### src/rtl/MD_pkg.sv
// Shared MD datapath definitions: cell-id, hop-count and force packet
// layout used by the force return ring.
package MD_pkg;

  localparam int DATA_WIDTH           = 16;
  localparam int PARTICLE_ID_WIDTH    = 8;
  localparam int GLOBAL_CELL_ID_WIDTH = 3;
  localparam int NUM_DEST_CELLS       = 14;
  localparam int NB_CELL_COUNT_WIDTH  = 4;

  // Full destination cell id is {x, y, z}.
  localparam int GCID_W = 3 * GLOBAL_CELL_ID_WIDTH;

  typedef struct packed {
    logic        [PARTICLE_ID_WIDTH-1:0] particle_id;
    logic signed [DATA_WIDTH-1:0]        fz;
    logic signed [DATA_WIDTH-1:0]        fy;
    logic signed [DATA_WIDTH-1:0]        fx;
  } force_packet_t;

  localparam int FORCE_PKT_STRUCT_WIDTH = $bits(force_packet_t);

  function automatic logic gcid_eq(input logic [GCID_W-1:0] a,
                                   input logic [GCID_W-1:0] b);
    return a == b;
  endfunction

endpackage

### src/rtl/force_pkt_fifo.sv
// Generic synchronous first-word-fall-through FIFO with occupancy count.
// Ports:
//   clk, rst  clock, asynchronous active-high reset (pointers/count only)
//   wr_en     write strobe; dropped when full unless a read happens too
//   wr_data   write data
//   rd_en     pop the head (ignored when empty)
//   rd_data   current head, valid whenever empty=0
//   empty     no entries
//   full      DEPTH entries
//   count     occupancy, 0..DEPTH
module force_pkt_fifo #(
  parameter int DATA_W = 8,
  parameter int DEPTH  = 16
) (
  input  logic                       clk,
  input  logic                       rst,
  input  logic                       wr_en,
  input  logic [DATA_W-1:0]          wr_data,
  input  logic                       rd_en,
  output logic [DATA_W-1:0]          rd_data,
  output logic                       empty,
  output logic                       full,
  output logic [$clog2(DEPTH):0]     count
);

  localparam int AW = $clog2(DEPTH);
  localparam int CW = AW + 1;

  logic [DATA_W-1:0] mem [DEPTH];
  logic [AW-1:0]     wr_ptr;
  logic [AW-1:0]     rd_ptr;
  logic              push;
  logic              pop;

  assign empty   = (count == '0);
  assign full    = (count == CW'(DEPTH));
  assign pop     = rd_en && !empty;
  // A full FIFO still accepts a write in the cycle its head leaves.
  assign push    = wr_en && (!full || pop);
  assign rd_data = mem[rd_ptr];

  always_ff @(posedge clk) begin
    if (push) mem[wr_ptr] <= wr_data;
  end

  always_ff @(posedge clk or posedge rst) begin
    if (rst) begin
      wr_ptr <= '0;
      rd_ptr <= '0;
      count  <= '0;
    end else begin
      if (push) wr_ptr <= wr_ptr + 1'b1;
      if (pop)  rd_ptr <= rd_ptr + 1'b1;
      case ({push, pop})
        2'b10:   count <= count + 1'b1;
        2'b01:   count <= count - 1'b1;
        default: count <= count;
      endcase
    end
  end

endmodule

### src/rtl/force_output_node_router.sv
// Return-path ring node for partial neighbour forces. Ring packets addressed
// to this cell go to the local force cache, others are forwarded with one hop
// consumed; an expired packet is dropped with a route-error pulse. Local PE
// forces queue in a FIFO and enter the ring only through a free slot, or go
// straight to the cache when addressed to this cell.
// Ports:
//   clk, rst                    clock, asynchronous active-high reset
//   i_local_gcid                this node's cell id (static)
//   i_ring_force_pkt/gcid/lifetime  upstream slot (lifetime 0 = empty)
//   i_pe_force_pkt/gcid/valid   local PE force write
//   o_pe_back_pressure          FIFO occupancy >= FIFO_AF_LEVEL
//   o_force_pkt_to_ring, o_gcid_to_ring, o_lifetime_to_ring  downstream slot
//   o_force_pkt_to_cache, o_force_pkt_to_cache_valid         cache delivery
//   o_route_error               one-cycle pulse on expired-packet drop
module force_output_node_router
  import MD_pkg::*;
#(
  parameter int FIFO_DEPTH    = 16,
  parameter int FIFO_AF_LEVEL = 12,
  parameter int MAX_LIFETIME  = NUM_DEST_CELLS - 1
) (
  input  logic                              clk,
  input  logic                              rst,
  input  logic [GCID_W-1:0]                 i_local_gcid,
  input  logic [FORCE_PKT_STRUCT_WIDTH-1:0] i_ring_force_pkt,
  input  logic [GCID_W-1:0]                 i_ring_gcid,
  input  logic [NB_CELL_COUNT_WIDTH-1:0]    i_ring_lifetime,
  input  logic [FORCE_PKT_STRUCT_WIDTH-1:0] i_pe_force_pkt,
  input  logic [GCID_W-1:0]                 i_pe_gcid,
  input  logic                              i_pe_force_valid,
  output logic                              o_pe_back_pressure,
  output force_packet_t                     o_force_pkt_to_ring,
  output logic [GCID_W-1:0]                 o_gcid_to_ring,
  output logic [NB_CELL_COUNT_WIDTH-1:0]    o_lifetime_to_ring,
  output force_packet_t                     o_force_pkt_to_cache,
  output logic                              o_force_pkt_to_cache_valid,
  output logic                              o_route_error
);

  localparam int PKT_W  = FORCE_PKT_STRUCT_WIDTH;
  localparam int ENT_W  = GCID_W + PKT_W;
  localparam int CNT_W  = $clog2(FIFO_DEPTH) + 1;
  localparam int LT_W   = NB_CELL_COUNT_WIDTH;

  localparam logic [CNT_W-1:0] AF_LEVEL = CNT_W'(FIFO_AF_LEVEL);
  localparam logic [LT_W-1:0]  MAX_LT   = LT_W'(MAX_LIFETIME);
  localparam logic [LT_W-1:0]  LT_ONE   = LT_W'(1);

  logic [ENT_W-1:0]  fifo_rdata;
  logic              fifo_empty;
  logic              fifo_full;
  logic [CNT_W-1:0]  fifo_count;
  logic              fifo_pop;

  logic [GCID_W-1:0] head_gcid;
  logic [PKT_W-1:0]  head_pkt;
  logic              ring_vld_p0;
  logic              ring_match_p0;
  logic              ring_fwd_p0;
  logic              ring_drop_p0;
  logic              inject_p0;
  logic              self_dlv_p0;

  force_pkt_fifo #(
    .DATA_W (ENT_W),
    .DEPTH  (FIFO_DEPTH)
  ) u_fifo (
    .clk     (clk),
    .rst     (rst),
    .wr_en   (i_pe_force_valid),
    .wr_data ({i_pe_gcid, i_pe_force_pkt}),
    .rd_en   (fifo_pop),
    .rd_data (fifo_rdata),
    .empty   (fifo_empty),
    .full    (fifo_full),
    .count   (fifo_count)
  );

  assign o_pe_back_pressure = (fifo_count >= AF_LEVEL);

  // Stage p0: slot decode and FIFO head arbitration
  assign head_gcid     = fifo_rdata[PKT_W +: GCID_W];
  assign head_pkt      = fifo_rdata[PKT_W-1:0];
  assign ring_vld_p0   = (i_ring_lifetime != '0);
  assign ring_match_p0 = ring_vld_p0 && gcid_eq(i_ring_gcid, i_local_gcid);
  assign ring_fwd_p0   = ring_vld_p0 && !ring_match_p0 && (i_ring_lifetime > LT_ONE);
  assign ring_drop_p0  = ring_vld_p0 && !ring_match_p0 && (i_ring_lifetime == LT_ONE);
  // Ring traffic owns the outgoing slot; the cache port is shared with ring
  // deliveries, which also win.
  assign inject_p0     = !fifo_empty && !gcid_eq(head_gcid, i_local_gcid) && !ring_fwd_p0;
  assign self_dlv_p0   = !fifo_empty &&  gcid_eq(head_gcid, i_local_gcid) && !ring_match_p0;
  assign fifo_pop      = inject_p0 || self_dlv_p0;

  // Stage p1: registered outputs
  always_ff @(posedge clk or posedge rst) begin
    if (rst) begin
      o_force_pkt_to_ring        <= '0;
      o_gcid_to_ring             <= '0;
      o_lifetime_to_ring         <= '0;
      o_force_pkt_to_cache       <= '0;
      o_force_pkt_to_cache_valid <= 1'b0;
      o_route_error              <= 1'b0;
    end else begin
      if (ring_fwd_p0) begin
        o_force_pkt_to_ring <= force_packet_t'(i_ring_force_pkt);
        o_gcid_to_ring      <= i_ring_gcid;
        o_lifetime_to_ring  <= i_ring_lifetime - LT_ONE;
      end else if (inject_p0) begin
        o_force_pkt_to_ring <= force_packet_t'(head_pkt);
        o_gcid_to_ring      <= head_gcid;
        o_lifetime_to_ring  <= MAX_LT;
      end else begin
        o_lifetime_to_ring  <= '0;
      end

      if (ring_match_p0) begin
        o_force_pkt_to_cache       <= force_packet_t'(i_ring_force_pkt);
        o_force_pkt_to_cache_valid <= 1'b1;
      end else if (self_dlv_p0) begin
        o_force_pkt_to_cache       <= force_packet_t'(head_pkt);
        o_force_pkt_to_cache_valid <= 1'b1;
      end else begin
        o_force_pkt_to_cache_valid <= 1'b0;
      end

      o_route_error <= ring_drop_p0;
    end
  end

endmodule
### config.mk
export PLATFORM = sky130hd
export DESIGN_NAME = force_output_node_router
export DESIGN_NICKNAME = d
export VERILOG_FILES = /design/src/rtl/MD_pkg.sv /design/src/rtl/force_pkt_fifo.sv /design/src/rtl/force_output_node_router.sv
export SDC_FILE = /design/constraint.sdc
export NUM_CORES = 1
export LEC_CHECK = 0
export BUFFER_PORTS_ARGS = -buffer_cell sky130_fd_sc_hd__buf_4
export CAP_MARGIN = 30
export CORE_MARGIN = 8
export CORE_UTILIZATION = 30
export CTS_CLUSTER_SIZE = 24
export DETAILED_ROUTE_END_ITERATION = 8
export GPL_TIMING_DRIVEN = 1
export PLACE_DENSITY = 0.51
export SYNTH_ARGS = -nofsm -noshare
export SYNTH_HDL_FRONTEND = slang
export SYNTH_SLANG_ARGS = --single-unit
### constraint.sdc
create_clock -name clk -period 25.1 [get_ports clk]
set_clock_uncertainty 0.05 [all_clocks]
set_input_delay 2.51 -clock clk [delete_from_list [all_inputs] [get_ports clk]]
set_output_delay 2.51 -clock clk [all_outputs]
set_load 0.01 [all_outputs]
==> flow_metrics.env <==
export IMPL_wire_length_after_detailed_routing_um=126000
export IMPL_synth_top_cells_by_area="sky130_fd_sc_hd__edfxtp_1, sky130_fd_sc_hd__dfrtp_1, sky130_fd_sc_hd__mux2i_1, sky130_fd_sc_hd__mux4_2, sky130_fd_sc_hd__o21ai_0"
export IMPL_timing_final_crit_period_ps=6610
export IMPL_chipHeight_um=410
export IMPL_holdBufCountCts=0
export IMPL_setup_tns_ps=0
export IMPL_seq_area_frac_synth_pct=74.5
export IMPL_post_synth_most_frequent_cells="sky130_fd_sc_hd__edfxtp_1, sky130_fd_sc_hd__mux2i_1, sky130_fd_sc_hd__o21ai_0"
export IMPL_cts_made_buffers=133
export IMPL_met3RoutedLength_um=5660
export IMPL_netlist_cell_type_count=52
export IMPL_clk_insertion_delay_late_ps=750
export IMPL_dr_total_vias=24652
export IMPL_synth_async_sr_flop_share_pct=11.9
export IMPL_max_clock_path_buffers=3
export IMPL_synthXorXnorAreaFrac_pct=0.507
export IMPL_worstSetupStartpoint="u_fifo.rd_ptr[2]"
export IMPL_synth_most_common_cell="sky130_fd_sc_hd__edfxtp_1"
export IMPL_finalWorstSetupSlack_ps=18490
export IMPL_finish_net_count=3065
export IMPL_synth_flop_cell="sky130_fd_sc_hd__edfxtp_1"
export IMPL_met2RoutedLength_um=63400
export IMPL_hold_viol=0
export IMPL_first_iteration_detailed_routing_drc_count=1780
export IMPL_number_of_sinks_handled_by_clock_tree_synthesis=1180
export IMPL_critPathSlowestCell="sky130_fd_sc_hd__dfrtp_4"
export IMPL_initial_utilization_pct=30.2
export IMPL_worst_reg2reg_path_length_in_cells=13
export IMPL_grt_total_usage_pct=14.6
export IMPL_total_leakage_power_nw=19.3
export IMPL_cts_tree="yes"
export IMPL_worstPathArrival_ps=6910
export IMPL_cp_endpoint="u_fifo.mem[1][41]"
export IMPL_dominant_combinational_cell_family_by_area_after_synthesis="multiplexers"
export IMPL_wirelength_met1_um=53500
export IMPL_setup_viol=0
export IMPL_cts_root_buffer_cell="sky130_fd_sc_hd__clkbuf_16"
export IMPL_number_of_synthesized_flops_with_an_enable_pin=1040
export IMPL_grt_overflow_total=0
export IMPL_remaining_drc_errors=0
export IMPL_tightestPinTransition_ps=1160
export IMPL_drt_pass1_iter_count=5
export IMPL_ir_drop_mv=0.0887
export IMPL_post_place_cells=4815
export IMPL_timing_critical_path_slowest_cell_delay_ps=1020
export IMPL_fin_total_pwr_mw=6.01
export IMPL_grt_pass1_vias=25674
export IMPL_yosys_reg_bits=1180
export IMPL_synth_warning_count=0
export IMPL_stdcell_count=5055
export IMPL_cp_cell_sequence="buf_4 -> mux4_2 -> or4b_1 -> nand2_1 -> nor4_1 -> a2111oi_2 -> and4_1 -> mux2i_2 -> o21ai_4 -> buf_4 -> nor4b_2 -> buf_4 -> buf_4"
export IMPL_compound_gate_portion_of_the_synthesized_area_pct=5.68
export IMPL_max_slew_margin_rel_pct=22.4
export IMPL_hp_class="reg -> reg"
export IMPL_setup_repair_after_global_routing_missed_its_margin="false"
export IMPL_htree_levels=4
export IMPL_syn_to_final_growth_pct=18.6
export IMPL_synth_mux_area_fraction_pct=15.0
export IMPL_post_cts_setup_buffer_count=0
export IMPL_synth_simple_gate_area_share_pct=2.46
export IMPL_num_rows=144
export IMPL_r2r_start="u_fifo.rd_ptr[2]"
export IMPL_drive_gt1_share_pct=24.4
export IMPL_power_density_cell_area_nw_per_um2=109
export IMPL_placement_io_buffers=273
export IMPL_io_pins=274
export IMPL_worstPathMaxFanout=55
export IMPL_grt_max_degree=125
export IMPL_antenna_nets_post_route=0
export IMPL_startpoint_type="register"
export IMPL_syn_instance_count=2598
export IMPL_min_period_over_period_pct=26.3
export IMPL_slew_viol_final=0
export IMPL_worstPathRequired_ps=25400
export IMPL_timing_worst_setup_path_type="reg -> reg"
export IMPL_cts_reportedPaths_clkPinSlew_ps=60
export IMPL_grt_antenna_before_repair=7
export IMPL_achievable_frequency_ghz=0.151
export IMPL_synth_adder_area_share_pct=0.338
export IMPL_cts_resized_gates=0
export IMPL_r2r_end="u_fifo.mem[1][41]"
export IMPL_core_area_sq_um=154000
export IMPL_routed_top_layer="met4"
export IMPL_global_route_wire_length_before_repair_um=183000
export IMPL_synth_cell_area_sq_um=46600
export IMPL_pre_cts_ws_ps=18320
export IMPL_run_status="finished clean"
export IMPL_place_hpwl_um=76500
export IMPL_synth_nets=2756
export IMPL_routabilityCongestion=0.709
export IMPL_floorplan_die_width_um=410
export IMPL_wl_per_instance_um=24.9
export IMPL_r2r_setup_slack_ps=18490
export IMPL_synth_largest_area_cell="sky130_fd_sc_hd__edfxtp_1"
export IMPL_die_area_sq_um=168000
export IMPL_drv_max_cap_violation_count=0
export IMPL_mapped_avg_cell_area_sq_um=17.9
export IMPL_cpMostUsedCell="sky130_fd_sc_hd__buf_4"
export IMPL_vias_per_cell=4.88
export IMPL_synth_top_area_share_pct=67.0
export IMPL_end_kind="register"
[final cells by class]
cell class                      instances  area [sq um]
Antenna cell                            3          7.51
Clock buffer                          171          3560
Clock inverter                         65           490
Fill cell                           14580         98900
Inverter                                5          23.8
Multi-Input combinational cell       1258         11300
Sequential cell                      1180         34700
Tap cell                             2044          2560
Timing Repair Buffer                  329          2590
[how the worst min path moves through the flow]
stage,from,endpoint,slack [ps],cells after the start
2_1_floorplan,u_fifo.count[4],u_fifo.count[4],430,1
3_3_place_gp,u_fifo.count[4],u_fifo.count[4],460,1
3_5_place_dp,u_fifo.count[4],u_fifo.count[4],470,1
4_1_cts,u_fifo.count[4],u_fifo.count[4],480,1
5_1_grt,u_fifo.count[4],u_fifo.count[4],510,1
6_report,u_fifo.count[4],u_fifo.count[4],480,1
[through the flow]
stage	cell area (sq um)	hold slack, ps	util, %
2_1_floorplan	46600	435	-
3_3_place_gp	51100	464	33.1
3_5_place_dp	51200	475	33.2
4_1_cts	55300	482	35.8
5_1_grt	55300	509	35.9
6_report	55300	477	35.9
[critical path, delay by kind of cell (launching register included)]
kind | cells | cell delay (ps)
AOI/OAI and AO/OA | 2 | 400
DFF | 1 | 1020
and+or+nand+nor | 5 | 1210
buffers and inverters | 4 | 2200
muxes | 2 | 1180
[per-layer routing]
metal	vias to the layer above	track usage (%)
met3	181	2.71
met4	0	4.41
met5	-	0
met1	12862	18.7
li1	11002	-
met2	607	25.2
[sequential cells by signal, summed over array words and instances (netlist names)]
signal / cells
o_force_pkt_to_cache_valid: 1
u_fifo.count: 5
u_fifo.rd_ptr: 4
u_fifo.mem: 1040
o_lifetime_to_ring: 4
o_gcid_to_ring: 9
o_route_error: 1
u_fifo.wr_ptr: 4
o_force_pkt_to_ring: 56
o_force_pkt_to_cache: 56
[cell families after synthesis]
kind of cell,Yosys count
flops,1180
buf+inv,160
mux,520
simple gates,258
fa+ha+maj,12
xor+xnor,27
compound gates,441
[cell usage in the layout, fill, tap and decap left out, drive strengths merged, types with 4 or more instances in the layout]
cell type / count
xnor2: 13
a22oi: 70
nand2: 189
nor2: 13
a221oi: 56
nor3: 6
o21ai: 236
nor2b: 9
clkinv: 48
mux4: 136
dfrtp: 140
a21oi: 66
xor2: 14
mux2i: 321
ha: 11
clkbuf: 171
mux2: 63
nand3: 6
inv: 15
nand3b: 9
edfxtp: 1040
bufinv: 5
buf: 329
nor4b: 4
[power breakdown]
part           switching (mW)  total (mW)  leakage (nW)  internal, mW
logic                    1.05        1.72          6.17         0.672
registers               0.108        2.47          11.1          2.36
clock network           0.770        1.82          1.98          1.05
total                    1.93        6.01          19.3          4.08
Note: power is estimated with default switching activity, not from simulation.
